### src/rtl/vmem_pkg.sv
// Shared definitions for the vmem display scan-out path: geometry defaults,
// FSM state encoding and the 3-bit colour to RGB565 expansion.
`ifndef VMEM_ADDRW
`define VMEM_ADDRW 16
`endif

package vmem_pkg;

  localparam int unsigned H_PIX_DEF = 240;
  localparam int unsigned V_PIX_DEF = 240;

  localparam logic [1:0] ST_IDLE  = 2'd0;
  localparam logic [1:0] ST_SCAN  = 2'd1;
  localparam logic [1:0] ST_DRAIN = 2'd2;

  localparam int unsigned PIX_W  = 16;
  localparam int unsigned FIFO_W = PIX_W + 2;

  // Each colour bit saturates its whole RGB565 field.
  function automatic logic [15:0] rgb565(input logic [2:0] d);
    return {{5{d[2]}}, {6{d[1]}}, {5{d[0]}}};
  endfunction

endpackage

### src/rtl/pix_fifo2.sv
// Two-entry register FIFO with same-cycle push/pop; head is read combinationally.
module pix_fifo2 #(
  parameter int unsigned W = 18
) (
  input  logic         clk_i,
  input  logic         rst_ni,
  input  logic         push_i,
  input  logic [W-1:0] data_i,
  input  logic         pop_i,
  output logic [W-1:0] data_o,
  output logic         full_o,
  output logic         empty_o,
  output logic [1:0]   count_o
);

  logic [W-1:0] mem_q [0:1];
  logic         wptr_q;
  logic         rptr_q;
  logic [1:0]   count_q;
  logic         do_push;
  logic         do_pop;

  assign do_pop  = pop_i & (count_q != 2'd0);
  // A full FIFO may still accept a push when the head leaves in the same cycle.
  assign do_push = push_i & ((count_q != 2'd2) | do_pop);

  always_ff @(posedge clk_i or negedge rst_ni) begin
    if (!rst_ni) begin
      for (int unsigned i = 0; i < 2; i++) begin
        mem_q[i] <= '0;
      end
      wptr_q  <= 1'b0;
      rptr_q  <= 1'b0;
      count_q <= '0;
    end else begin
      if (do_push) begin
        mem_q[wptr_q] <= data_i;
        wptr_q        <= ~wptr_q;
      end
      if (do_pop) begin
        rptr_q <= ~rptr_q;
      end
      case ({do_push, do_pop})
        2'b10:   count_q <= count_q + 2'd1;
        2'b01:   count_q <= count_q - 2'd1;
        default: count_q <= count_q;
      endcase
    end
  end

  assign data_o  = mem_q[rptr_q];
  assign full_o  = (count_q == 2'd2);
  assign empty_o = (count_q == 2'd0);
  assign count_o = count_q;

endmodule

### src/rtl/vmem_scanout.sv
// Scans vmem in raster order and streams RGB565 pixels with sof/eol markers
// over a valid/ready handshake, one read in flight ahead of a 2-entry FIFO.
`ifndef VMEM_ADDRW
`define VMEM_ADDRW 16
`endif

module vmem_scanout
  import vmem_pkg::*;
#(
  parameter int unsigned H_PIX = H_PIX_DEF,
  parameter int unsigned V_PIX = V_PIX_DEF,
  parameter int unsigned ADDRW = `VMEM_ADDRW
) (
  input  logic             clk_i,
  input  logic             rst_ni,
  input  logic             en_i,
  output logic [ADDRW-1:0] vmem_raddr_o,
  input  logic [2:0]       vmem_rdata_i,
  output logic             pix_valid_o,
  input  logic             pix_ready_i,
  output logic [15:0]      pix_data_o,
  output logic             pix_sof_o,
  output logic             pix_eol_o,
  output logic             frame_done_o,
  output logic             busy_o
);

  localparam int unsigned XW = (H_PIX > 1) ? $clog2(H_PIX) : 1;
  localparam int unsigned YW = (V_PIX > 1) ? $clog2(V_PIX) : 1;
  localparam logic [XW-1:0] X_LAST = XW'(H_PIX - 1);
  localparam logic [YW-1:0] Y_LAST = YW'(V_PIX - 1);

  logic [1:0]        state_q;
  logic [XW-1:0]     x_q;
  logic [YW-1:0]     y_q;
  logic [ADDRW-1:0]  addr_q;
  logic              inflight_q;
  logic              pend_sof_q;
  logic              pend_eol_q;
  logic              done_q;

  logic              issue;
  logic              pop;
  logic              last_pop;
  logic              at_last;
  logic [2:0]        occ;
  logic              fifo_push;
  logic              fifo_full;
  logic              fifo_empty;
  logic [1:0]        fifo_count;
  logic [FIFO_W-1:0] fifo_din;
  logic [FIFO_W-1:0] fifo_dout;

  assign pop     = ~fifo_empty & pix_ready_i;
  assign at_last = (x_q == X_LAST) && (y_q == Y_LAST);

  // Occupancy credits the pop happening this cycle so that a streaming sink
  // sees one pixel per cycle; the FIFO still never exceeds two entries.
  assign occ   = {1'b0, fifo_count} + {2'b00, inflight_q} - {2'b00, pop};
  assign issue = (state_q == ST_SCAN) && (occ < 3'd2);

  // The final pixel is the one leaving an otherwise empty pipeline in DRAIN.
  assign last_pop = (state_q == ST_DRAIN) && pop && (fifo_count == 2'd1) && !inflight_q;

  always_ff @(posedge clk_i or negedge rst_ni) begin
    if (!rst_ni) begin
      state_q <= ST_IDLE;
      x_q     <= '0;
      y_q     <= '0;
      addr_q  <= '0;
    end else begin
      case (state_q)
        ST_IDLE: begin
          if (en_i) begin
            x_q     <= '0;
            y_q     <= '0;
            addr_q  <= '0;
            state_q <= ST_SCAN;
          end
        end
        ST_SCAN: begin
          if (issue) begin
            if (x_q == X_LAST) begin
              x_q <= '0;
              y_q <= y_q + YW'(1);
            end else begin
              x_q <= x_q + XW'(1);
            end
            addr_q <= addr_q + ADDRW'(1);
            if (at_last) begin
              state_q <= ST_DRAIN;
            end
          end
        end
        ST_DRAIN: begin
          if (last_pop) begin
            x_q     <= '0;
            y_q     <= '0;
            addr_q  <= '0;
            state_q <= en_i ? ST_SCAN : ST_IDLE;
          end
        end
        default: state_q <= ST_IDLE;
      endcase
    end
  end

  always_ff @(posedge clk_i or negedge rst_ni) begin
    if (!rst_ni) begin
      inflight_q <= 1'b0;
      pend_sof_q <= 1'b0;
      pend_eol_q <= 1'b0;
      done_q     <= 1'b0;
    end else begin
      inflight_q <= issue;
      done_q     <= last_pop;
      if (issue) begin
        pend_sof_q <= (x_q == '0) && (y_q == '0);
        pend_eol_q <= (x_q == X_LAST);
      end
    end
  end

  assign fifo_din  = {pend_sof_q, pend_eol_q, rgb565(vmem_rdata_i)};
  assign fifo_push = inflight_q & (~fifo_full | pop);

  pix_fifo2 #(
    .W(FIFO_W)
  ) u_fifo (
    .clk_i   (clk_i),
    .rst_ni  (rst_ni),
    .push_i  (fifo_push),
    .data_i  (fifo_din),
    .pop_i   (pop),
    .data_o  (fifo_dout),
    .full_o  (fifo_full),
    .empty_o (fifo_empty),
    .count_o (fifo_count)
  );

  assign vmem_raddr_o = issue ? addr_q : '0;
  assign pix_valid_o  = ~fifo_empty;
  assign pix_data_o   = fifo_empty ? '0 : fifo_dout[PIX_W-1:0];
  assign pix_sof_o    = ~fifo_empty & fifo_dout[FIFO_W-1];
  assign pix_eol_o    = ~fifo_empty & fifo_dout[FIFO_W-2];
  assign frame_done_o = done_q;
  assign busy_o       = (state_q != ST_IDLE);

endmodule

### config.mk
export PLATFORM = sky130hd
export DESIGN_NAME = vmem_scanout
export DESIGN_NICKNAME = d
export VERILOG_FILES = /design/src/rtl/vmem_pkg.sv /design/src/rtl/pix_fifo2.sv /design/src/rtl/vmem_scanout.sv
export SDC_FILE = /design/constraint.sdc
export NUM_CORES = 1
export LEC_CHECK = 0
export BUFFER_PORTS_ARGS = -buffer_cell sky130_fd_sc_hd__buf_2
export CORE_UTILIZATION = 33
export DETAILED_ROUTE_END_ITERATION = 8
export GPL_ROUTABILITY_DRIVEN = 0
export GPL_TIMING_DRIVEN = 0
export SYNTH_ARGS = -nofsm -noshare
export SYNTH_HDL_FRONTEND = slang
export SYNTH_SLANG_ARGS = --single-unit
### constraint.sdc
create_clock -name clk_i -period 6.2 [get_ports clk_i]
set_input_delay 0.62 -clock clk_i [delete_from_list [all_inputs] [get_ports clk_i]]
set_output_delay 0.62 -clock clk_i [all_outputs]
set_load 0.02 [all_outputs]
==> Yosys cells after proc, flatten, opt, wreduce, memory -nomap -nowiden <==
Cells that the tools add are included.
{ "totals": {"register_bits": 78, "inputBits": 7, "out_inout_bits": 37, "elab_cells": 98} }
{ "classes": {"add_sub_neg": 7, "muxes": 27, "magnitude_cmp": 4, "n_eq_ne": 14, "n_reduce_logical": 19, "bitwise": 14} }
{ "ops": {"columns": ["operator", "count"], "rows": [
  ["$mux W16", 5],
  ["$mux W18", 4],
  ["$mux W8", 6],
  ["$pmux W16 S3", 1],
  ["$pmux W8 S3", 2],
  ["$bwmux W36", 1],
  ["$demux W18 S1", 1],
  ["$add A16 B1 Y16 const B", 1],
  ["$add A8 B1 Y8 const B", 2],
  ["$eq A8 B8 Y1 const B", 2],
  ["$logic_not A8 Y1", 2],
  ["$ne A2 B2 Y1 const B", 5],
  ["$mux W2", 4],
  ["$reduce_and A4 Y1", 2],
  ["$logic_and A1 B1 Y1", 7],
  ["$and A1 B1 Y1", 6],
  ["$eq A2 B1 Y1 const B", 3],
  ["$eq A2 B2 Y1 const B", 3],
  ["$pmux W2 S3", 1],
  ["$reduce_bool A2 Y1", 3],
  ["$reduce_and A5 Y1", 1],
  ["$ge A2 B2 Y1 const B", 2],
  ["$logic_not A2 Y1", 2],
  ["$not A1 Y1", 4],
  ["13 further kinds", 15]
]} }

==> Longest topological paths before layout <==
Gate-level depths: netlist (run 1).
{ "logic_depth": {"word_depth": 8, "mapped_depth": 14, "ltp_nobuf": 11} }

==> Hierarchy <==
A second synthesis (run 1) with hierarchy kept.
{ "unflattened": {"cells_unflattened": 395, "area_unflattened_um2": 4329.2} }
{ "modules_own_cells": {"columns": ["mod", "seq_area_each_um2", "cells_each", "area_per_inst_um2", "instances"], "rows": [
  ["vmem_scanout", 950.9, 274, 2536.2, 1],
  ["pix_fifo2", 1001.0, 121, 1793.0, 1]
]} }

==> Worst setup path after synthesis (run 1) <==
OpenSTA, ideal clock, no wires.
{ "synth_path": {"path_type": "register -> output", "from": "register u_fifo.count_q[1] (netlist: u_fifo.count_o[1])", "to": "output port vmem_raddr_o[10]", "path_buffers": 4, "t_required_ns": 5.580, "slack_ns": 2.616, "arrival_ns": 2.964, "path_stages_with_launch": 15, "path_cell_list": "dfrtp_1 > inv_1 > ha_1 > buf_6 > and2b_1 > clkbuf_1 > and2_1 > o21ai_0 > fa_1 > xnor2_1 > nand3_1 > inv_1 > buf_2 > buf_2 > and2_1"} }
{ "synth_between": {"elab_chain_cells": 7, "elab_cells_between_ends": 8, "cone_classes": "add/sub: 2; order compare: 1; mux: 1; bitwise: 2; reduce/logical: 2"} }
{ "synth_rtl": {"columns": ["item", "line_no", "source"], "rows": [
  ["from (decl)", "pix_fifo2.sv:19", "logic [1:0] count_q;"],
  ["from (signal assigned)", "pix_fifo2.sv:44", "2'b10: count_q <= count_q + 2'd1;"],
  ["from (signal assigned)", "pix_fifo2.sv:45", "2'b01: count_q <= count_q - 2'd1;"],
  ["from (signal assigned)", "pix_fifo2.sv:46", "default: count_q <= count_q;"],
  ["branches (longest 3 deep; another with $add A2 B1 Y3)", null, null],
  ["$sub A3 B1 Y3 (*)", "vmem_scanout.sv:59", "assign occ = {1'b0, fifo_count} + {2'b00, inflight_q} - {2'b00, pop};"],
  ["$lt A3 B2 Y1 (*)", "vmem_scanout.sv:60", "assign issue = (state_q == ST_SCAN) && (occ < 3'd2);"],
  ["$logic_and A1 B1 Y1 (*)", "vmem_scanout.sv:60", null],
  ["via issue", "vmem_scanout.sv:42", "logic issue;"],
  ["$mux W16 (*)", "vmem_scanout.sv:141", "assign vmem_raddr_o = issue ? addr_q : '0;"],
  ["to (decl)", "vmem_scanout.sv:17", "output logic [ADDRW-1:0] vmem_raddr_o,"]
]} }
Mark *: on every way through the listed nets, which the timed path passes.

==> Worst setup path in the final report (run 1) <==
{ "layout_path": {"from": "register u_fifo.count_q[1] (netlist: u_fifo.count_o[1])", "to": "output port vmem_raddr_o[6]"} }
The elaborated chain is that of the path after synthesis.

==> reports/qor.txt, run 1 <==
Delay-heaviest family, CP = buffers and inverters
Slew of the pin with the lowest slew margin = 1.16 ns
Site Rows = 35
Detailed Route Iter0 Violations = 172
Grt ovf = 0
Register bit total from synthesis = 52
Detail Route Antenna Nets = 0
Worst skew pair latency = 0.31 ns
Clk buf depth = 2
# IOs = 44
Share of post-route cells with drive strength above 1 = 25.2%
Fin nets = 389
First-pass GRT wire length = 11700 um
Hold/Removal Path Class = register to register
Final setup margin = 1.84 ns
Critical Path Most Common Cell = buf_2
Leakage = 1.65 nW
Setup crit start kind = register
# hold bufs at CTS = 0
Synth Cell Area = 3160 sq um
Pwr dens = 490 nW/um^2
Post-synth ARST share = 100%
RSZ-0062 raised after global routing = no
Initial Util = 34.2%
Synth Flop Type = dfrtp_1
Pin count of the biggest net entering global routing = 53
Vias per inst = 5.20
Max-cap viol count = 0
Drt pass-1 iters = 5
Synthesized netlist cell count = 322
Most common cell after layout, fill and taps aside = dfrtp_1
Synth warn = 0
Total power = 1.79 mW
Dpl hpwl = 4920 um
Number of global-route vias before repair = 2373
Sequential share of the synthesized area = 41.2%
Cts bufs inserted = 5
Worst path max stage delay = 0.48 ns
Status = finished clean
TritonCTS Sinks = 52
Final WL = 7100 um
Final setup violation count = 0
Post-synth EDFFs = 0
Slowest CP cell = dfrtp_1
Total number of vias = 2608
Final Cycle Share = 70.4%
CTS root buf = clkbuf_8
Largest fanout on the critical path = 10
Final hold vios = 0
Port Buffers = 43
Initial antenna violation count = 0
Util after Layout = 39.5%
Worst reg2reg setup slack = 2.63 ns
Avg WL per Cell = 14.1 um
Max_slew headroom = 22.4%
H-tree levels = 2
Setup TNS = 0 ns
Cells along the critical path = inv_1 > ha_1 > buf_6 > and2b_1 > clkbuf_1 > and2_1 > o21ai_0 > fa_1 > xnor2_1 > nand3_1 > inv_1 > buf_2 > buf_2 > and2_1 > buf_2
Most frequent cells in the layout = dfrtp_1 (52), buf_2 (48), nand2_1 (20)
Avg Inst Size Synth = 9.81 sq um
Chip Height = 99.8 um
CTS tree = done
Worst vdd ir = 0.202 mV
Die area = 9970 sq um
WS Path Type = register to primary output
Crit path buffers/inverters = 7
Netlist cell types = 56
Critical Path AT = 3.74 ns
Syn nets = 339
Clock Skew = 0.00715 ns
Core area = 9240 sq um
Antenna diodes = 0
Critical Path RT = 5.58 ns
Final Max Slew Viols = 0
Fmax = 229 MHz
Post-CTS setup buffer count = 0
DRC Markers = 0
PostCTS Resize Cnt = 0
Area growth from synthesis to layout = 15.6%
Worst setup EP type = primary output
GRT Overall Usage = 14.8%
Die width = 99.8 um
Fin crit period = 4.36 ns
Clock Pin Slew Worst Setup and Hold Paths = 0.10 ns
Pre-CTS setup slack = 2.17 ns
-- state kept, by name, summed over array words and instances (netlist names) --
register,cells
addr_q,16
u_fifo.mem_q,10
x_q,8
y_q,8
state_q,2
u_fifo.count_o,2
frame_done_o,1
inflight_q,1
pend_eol_q,1
pend_sof_q,1
u_fifo.rptr_q,1
u_fifo.wptr_q,1
-- layout make-up --
class	count	area, sq um
fillers	939	5590
multi-input cells	224	1600
flip-flops and latches	52	1300
plain buffers	34	216
repair buffers	43	215
well taps	129	161
clock buffers	5	68.8
clock inverters	3	46.3
inverters	12	45.0
-- power breakdown --
part	internal, mW	leakage [nW]	switching [mW]	total (mW)
combinational	0.421	0.919	0.624	1.04
clock	0.122	0.0548	0.121	0.243
sequential	0.418	0.681	0.0829	0.501
total	0.960	1.65	0.828	1.79
-- through the flow --
step	instance area [sq um]	std cells	hold slack, ns
detailed placement	3540	494	0.492
finish	3650	502	0.504
global route	3650	502	0.518
global placement	3540	494	0.487
floorplan	3160	322	0.324
CTS	3650	502	0.505
-- cell usage after synthesis (2+ instances only) --
cell type,instances,share of area (%)
nor4_1,5,0.99
inv_1,12,1.4
o21bai_1,2,0.48
or2_2,4,0.79
a211o_1,2,0.55
and2_1,19,3.8
buf_1,3,0.36
o211ai_1,3,0.71
nor2b_1,2,0.40
xnor2_1,5,1.4
a41oi_1,2,0.55
nor2_1,13,1.5
and3_1,6,1.2
nand4_1,6,1.2
nand3_1,12,1.9
o21a_1,2,0.48
buf_4,14,3.3
a21o_1,4,0.95
clkbuf_1,8,0.95
a21oi_1,6,0.95
or4_1,4,0.95
o31ai_1,16,3.8
nor4b_1,3,0.83
buf_2,5,0.79
o32ai_1,2,0.55
nand2_1,20,2.4
dfrtp_1,52,41
or3_1,2,0.40
and4_1,3,0.83
nor3_1,5,0.79
o21ai_0,13,2.1
mux2_2,11,3.9
a211oi_1,2,0.48
buf_6,4,1.4
a31oi_1,10,2.0
mux2i_1,8,2.5
ha_1,9,3.6
a22o_1,5,1.4
-- path summary, 6_finish.rpt --
check,start,endpoint,depth (start not counted)
setup reg to reg,u_fifo.count_o[1],addr_q[12],13
max in group asynchronous,rst_ni,u_fifo.mem_q[28],1
hold / removal,u_fifo.wptr_q,u_fifo.wptr_q,1
min in group asynchronous,rst_ni,addr_q[0],1
setup / recovery,u_fifo.count_o[1],vmem_raddr_o[6],15
hold reg to reg,u_fifo.wptr_q,u_fifo.wptr_q,1
-- logic make-up after synthesis --
logic type      Yosys count  synth area share (%)
flops                    52                  41.2
buf+inv                  46                  8.28
fa+ha+maj                10                  4.20
compound gates           78                  18.3
mux                      19                  6.46
simple gates            111                  19.9
xor+xnor                  6                  1.66
-- layer usage --
layer | track usage, % | wire (um) | vias up | share of wire, %
met5 | 0 | 0 | - | 0
met4 | 5.54 | 101 | 0 | 1.4
met3 | 2.58 | 420 | 8 | 5.9
met2 | 23.4 | 3270 | 85 | 46
met1 | 20.3 | 3300 | 1248 | 47
li1 | - | - | 1267 | -
-- worst register-to-register path, delay by kind of cell, from the launching register on --
family	cells	cell delay (ns)
xor gates and xnor gates	1	0.35
AOI/OAI and AO/OA	2	0.35
muxes	1	0.22
buffers and inverters	4	0.71
and+or+nand+nor	3	0.81
DFF	1	0.48
adders and majority gates	2	0.58
(Power assumes the default switching activity.)
==> run 2: changes to the inputs <==
==> constraint.sdc (replaced) <==
create_clock -name clk_i -period 4 [get_ports clk_i]
set_input_delay 0.4 -clock clk_i [delete_from_list [all_inputs] [get_ports clk_i]]
set_output_delay 0.4 -clock clk_i [all_outputs]
set_load 0.02 [all_outputs]
==> reports/qor.txt, run 2 (synthesized netlist as in run 1, its figures left out) <==
Status = finished clean
First-pass GRT wire length = 11700 um
# hold bufs at CTS = 0
Final setup violation count = 0
Final setup margin = 0.228 ns
Share of post-route cells with drive strength above 1 = 26.3%
Fin nets = 388
Critical Path AT = 3.37 ns
Final hold vios = 0
Cells along the critical path = inv_1 > ha_1 > buf_6 > and2b_2 > and2_1 > o21ai_0 > fa_1 > xnor2_2 > nand3_1 > inv_1 > clkbuf_4 > clkbuf_4 > and2_1 > buf_2
Port Buffers = 43
Largest fanout on the critical path = 10
Setup crit start kind = register
Site Rows = 35
CTS root buf = clkbuf_8
Critical Path RT = 3.60 ns
Detailed Route Iter0 Violations = 133
DRC Markers = 0
Clk buf depth = 2
Top reg by flops = addr_q
R2R depth = 12
Die width = 99.8 um
Initial antenna violation count = 0
Worst path max stage delay = 0.42 ns
Worst skew pair latency = 0.31 ns
Core area = 9240 sq um
RSZ-0062 raised after global routing = no
Max reg flops = 16
Pin count of the biggest net entering global routing = 53
Vias per inst = 5.21
Total number of vias = 2609
Worst reg2reg setup slack = 0.72 ns
Cts bufs inserted = 5
Slew of the pin with the lowest slew margin = 1.17 ns
Placed cell areas = 3540 sq um
Clock Skew = 0.00708 ns
Dpl hpwl = 4920 um
Total power = 2.80 mW
Fmax = 265 MHz
Final Cycle Share = 94.3%
Drt pass-1 iters = 5
CTS tree = done
Final Max Slew Viols = 0
Initial Util = 34.2%
Antenna diodes = 0
Setup TNS = 0 ns
Largest regs = addr_q x16, u_fifo.mem_q x10
Area growth from synthesis to layout = 16.0%
Reg2reg start = u_fifo.count_o[0]
Pwr dens = 765 nW/um^2
Max_slew headroom = 22.1%
WS Path Type = register to primary output
Fillcell total = 941
Chip Height = 99.8 um
Final Non-Filler Cells = 501
Placed cell count = 494
Worst vdd ir = 0.313 mV
Leakage = 1.66 nW
Clock Pin Slew Worst Setup and Hold Paths = 0.10 ns
Grt ovf = 0
Worst r2r dst = x_q[3]
Hold/Removal Path Class = input port to asynchronous set/reset pin
# IOs = 44
H-tree levels = 2
TritonCTS Sinks = 52
Delay-heaviest family, CP = buffers and inverters
Slowest CP cell = fa_1
Max-cap viol count = 0
Post-route cell area = 3660 sq um
Avg WL per Cell = 14.1 um
Detail Route Antenna Nets = 0
Most frequent cells in the layout = dfrtp_1 (51), buf_2 (46), nand2_1 (20)
Pre-CTS setup slack = 0.187 ns
GRT Overall Usage = 14.8%
Die area = 9970 sq um
Post-CTS setup buffer count = 0
Worst setup EP type = primary output
Fin crit period = 3.77 ns
Most common cell after layout, fill and taps aside = dfrtp_1
Number of global-route vias before repair = 2383
Crit path buffers/inverters = 6
Final WL = 7090 um
run 2: through the flow:
step           util [%]  hold WS (ns)
6_report           39.6         0.327
5_1_grt            39.6         0.322
4_1_cts            39.6         0.322
3_5_place_dp       38.3         0.492
3_3_place_gp       38.3         0.487
2_1_floorplan         -         0.104
run 2: per-layer routing:
metal,track usage (%),vias up,share of wire (%)
met5,0,-,0
li1,-,1271,-
met3,2.58,8,5.1
met4,5.54,0,1.4
met2,23.6,72,46
met1,20.3,1258,47
run 2: worst max path at each step:
stage	start	endpoint	slack [ns]	cells after the start
after detailed placement	u_fifo.count_o[1]	vmem_raddr_o[13]	0.19	15
final	u_fifo.count_o[0]	vmem_raddr_o[6]	0.23	14
after CTS	u_fifo.count_o[0]	vmem_raddr_o[13]	0.08	14
after floorplan	u_fifo.count_o[1]	vmem_raddr_o[10]	0.64	14
after global placement	u_fifo.count_o[1]	vmem_raddr_o[6]	0.23	15
after global routing	u_fifo.count_o[0]	vmem_raddr_o[9]	0.02	14
run 2: repair_timing:
item | 4_1_cts | 5_1_grt
pin swaps | 0 | 1
endpoints found under the hold margin | 0 | 0
gates resized for setup | 2 | 5
endpoints found under the setup margin | 16 | 16
run 2: where the power goes:
group          total (mW)  leakage [nW]  internal (mW)  switching [mW]
Sequential          0.779         0.680          0.649           0.130
Clock               0.377        0.0548          0.189           0.188
Combinational        1.65         0.926          0.674           0.973
run 2: cell type report:
class	count	area, sq um	area share, %
well taps	129	161	4.41
clock buffers	5	68.8	1.88
clock inverters	3	46.3	1.26
inverters	12	45.0	1.23
plain buffers	33	219	5.98
multi-input cells	224	1610	43.8
repair buffers	43	215	5.87
flip-flops and latches	52	1300	35.6
==> run 3: changes to the inputs <==
--- a/config.mk
+++ b/config.mk
@@ -6,10 +6,12 @@
 export NUM_CORES = 1
 export LEC_CHECK = 0
 export BUFFER_PORTS_ARGS = -buffer_cell sky130_fd_sc_hd__buf_2
+export CORE_MARGIN = 8
 export CORE_UTILIZATION = 33
 export DETAILED_ROUTE_END_ITERATION = 8
 export GPL_ROUTABILITY_DRIVEN = 0
 export GPL_TIMING_DRIVEN = 0
+export RECOVER_POWER = 25
 export SYNTH_ARGS = -nofsm -noshare
 export SYNTH_HDL_FRONTEND = slang
 export SYNTH_SLANG_ARGS = --single-unit
==> reports/qor.txt, run 3 (synthesized netlist as in run 1, its figures left out) <==
Status = finished with violations
Failing checks = capacitance limit, slew limit
Setup crit start kind = register
WS Path Type = register to primary output
Slew of the pin with the lowest slew margin = 2.87 ns
GRT Overall Usage = 11.8%
R2R depth = 12
Core area = 9280 sq um
Fmax = 267 MHz
First-pass GRT wire length = 12700 um
Clock Skew = 0.0108 ns
Top reg by flops = addr_q
Critical Path Sink = vmem_raddr_o[8]
Worst skew pair latency = 0.31 ns
Site Rows = 35
Worst r2r dst = x_q[3]
Clk buf depth = 2
Final Non-Filler Cells = 501
Share of post-route cells with drive strength above 1 = 26.1%
Max_slew headroom = -91.2%
Most frequent cells in the layout = dfrtp_1 (51), buf_2 (45), nand2_1 (20)
Dpl hpwl = 5240 um
Total number of vias = 2597
Initial Util = 34.0%
CTS tree = done
Die width = 114 um
Area growth from synthesis to layout = 15.2%
CP Depth = 14
# IOs = 44
Worst reg2reg setup slack = 0.72 ns
Hold/Removal Path Class = input port to register
Post-route cell area = 3640 sq um
Detailed Route Iter0 Violations = 74
Placed cell count = 494
Placed cell areas = 3540 sq um
H-tree levels = 2
Pin count of the biggest net entering global routing = 53
Crit path buffers/inverters = 6
Metal2 WL = 3390 um
Worst vdd ir = 0.356 mV
Slowest CP cell = dfrtp_2
Max reg flops = 16
CTS root buf = clkbuf_8
Critical Path RT = 3.60 ns
Final hold vios = 0
Final Max Slew Viols = 53
WL met3 = 591 um
Vias per inst = 5.18
Port Buffers = 43
Hold-critical path depth = 2
Critical Path AT = 3.34 ns
Drt pass-1 iters = 4
Delay-heaviest family, CP = buffers and inverters
Clock Pin Slew Worst Setup and Hold Paths = 0.11 ns
Fin nets = 388
TritonCTS Sinks = 52
Final WL = 7440 um
Initial antenna violation count = 0
Chip Height = 114 um
Fin crit period = 3.74 ns
Final Cycle Share = 93.5%
Antenna diodes = 0
Avg WL per Cell = 14.9 um
Max-cap viol count = 1
Crit path launch = u_fifo.count_o[1]
Largest regs = addr_q x16, u_fifo.mem_q x10
# hold bufs at CTS = 0
Pwr dens = 759 nW/um^2
Worst setup EP type = primary output
Number of global-route vias before repair = 2610
Die area = 13000 sq um
Met1 WL = 3420 um
Most common cell after layout, fill and taps aside = dfrtp_1
RSZ-0062 raised after global routing = no
Grt ovf = 0
Final setup violation count = 0
Reg2reg start = u_fifo.count_o[1]
Top routing layer used = met4
Leakage = 1.64 nW
Cts bufs inserted = 5
DRC Markers = 0
Detail Route Antenna Nets = 0
Largest fanout on the critical path = 10
Cells along the critical path = inv_1 > ha_1 > buf_6 > and2b_2 > and2_1 > o21ai_0 > fa_1 > xnor2_2 > nand3_1 > inv_1 > clkbuf_4 > buf_4 > and2_1 > buf_2
Setup TNS = 0 ns
Worst path max stage delay = 0.45 ns
Fillcell total = 955
==> run 3: worst register-to-register path, stage by stage (launching register included) <==
cell,delay (ns)
dfrtp_2,0.45
inv_1,0.08
ha_1,0.19
buf_6,0.13
and2b_2,0.28
and2_1,0.18
o21ai_0,0.12
fa_1,0.42
xnor2_2,0.19
a311oi_4,0.56
buf_4,0.29
o31ai_1,0.09
a22o_1,0.19
==> run 3: power breakdown <==
group          leakage, nW  switching (mW)  internal (mW)
logic                0.924           0.994          0.676
clock network       0.0404           0.190          0.124
registers            0.680           0.129          0.649
total                 1.64            1.31           1.45
==> run 3: final cells by class <==
class,count,area (sq um),area share (%)
plain buffers,33,219,6.02
clock buffers,5,68.8,1.89
clock inverters,3,23.8,0.653
inverters,12,45.0,1.24
multi-input cells,224,1610,44.1
flip-flops and latches,52,1300,35.8
well taps,129,161,4.43
repair buffers,43,214,5.88
==> run 3: stage by stage <==
step	hold WS [ns]	power, mW	utilization (%)	setup WS [ns]
3_5_place_dp	0.487	2.44	38.1	0.192
4_1_cts	0.332	2.78	39.2	0.00733
6_report	0.341	2.76	39.2	0.260
2_1_floorplan	0.104	1.98	-	0.636
5_1_grt	0.327	2.98	39.2	0.00670
3_3_place_gp	0.483	2.41	38.1	0.227
==> run 3: worst min path at each step <==
stage                     slack (ns)               end            start
after floorplan                 0.10         addr_q[0]           rst_ni
after global placement          0.48        pend_sof_q       pend_sof_q
after detailed placement        0.49     u_fifo.wptr_q    u_fifo.wptr_q
after CTS                       0.33  u_fifo.mem_q[15]  vmem_rdata_i[2]
after global routing            0.33  u_fifo.mem_q[15]  vmem_rdata_i[2]
final                           0.34  u_fifo.mem_q[22]  vmem_rdata_i[0]
==> run 3: metal layers <==
| metal | vias to the layer above | track usage (%) |
|---|---|---|
| li1 | 1264 | - |
| met1 | 1254 | 15.5 |
| met2 | 77 | 19.1 |
| met3 | 2 | 2.75 |
| met4 | 0 | 3.02 |
| met5 | - | 0 |
==> run 3: what timing repair did <==
item                       CTS  global route
setup endpoints to repair   16            16
setup buffers                0             0
resized for setup            3             4
pin swaps                    0             1
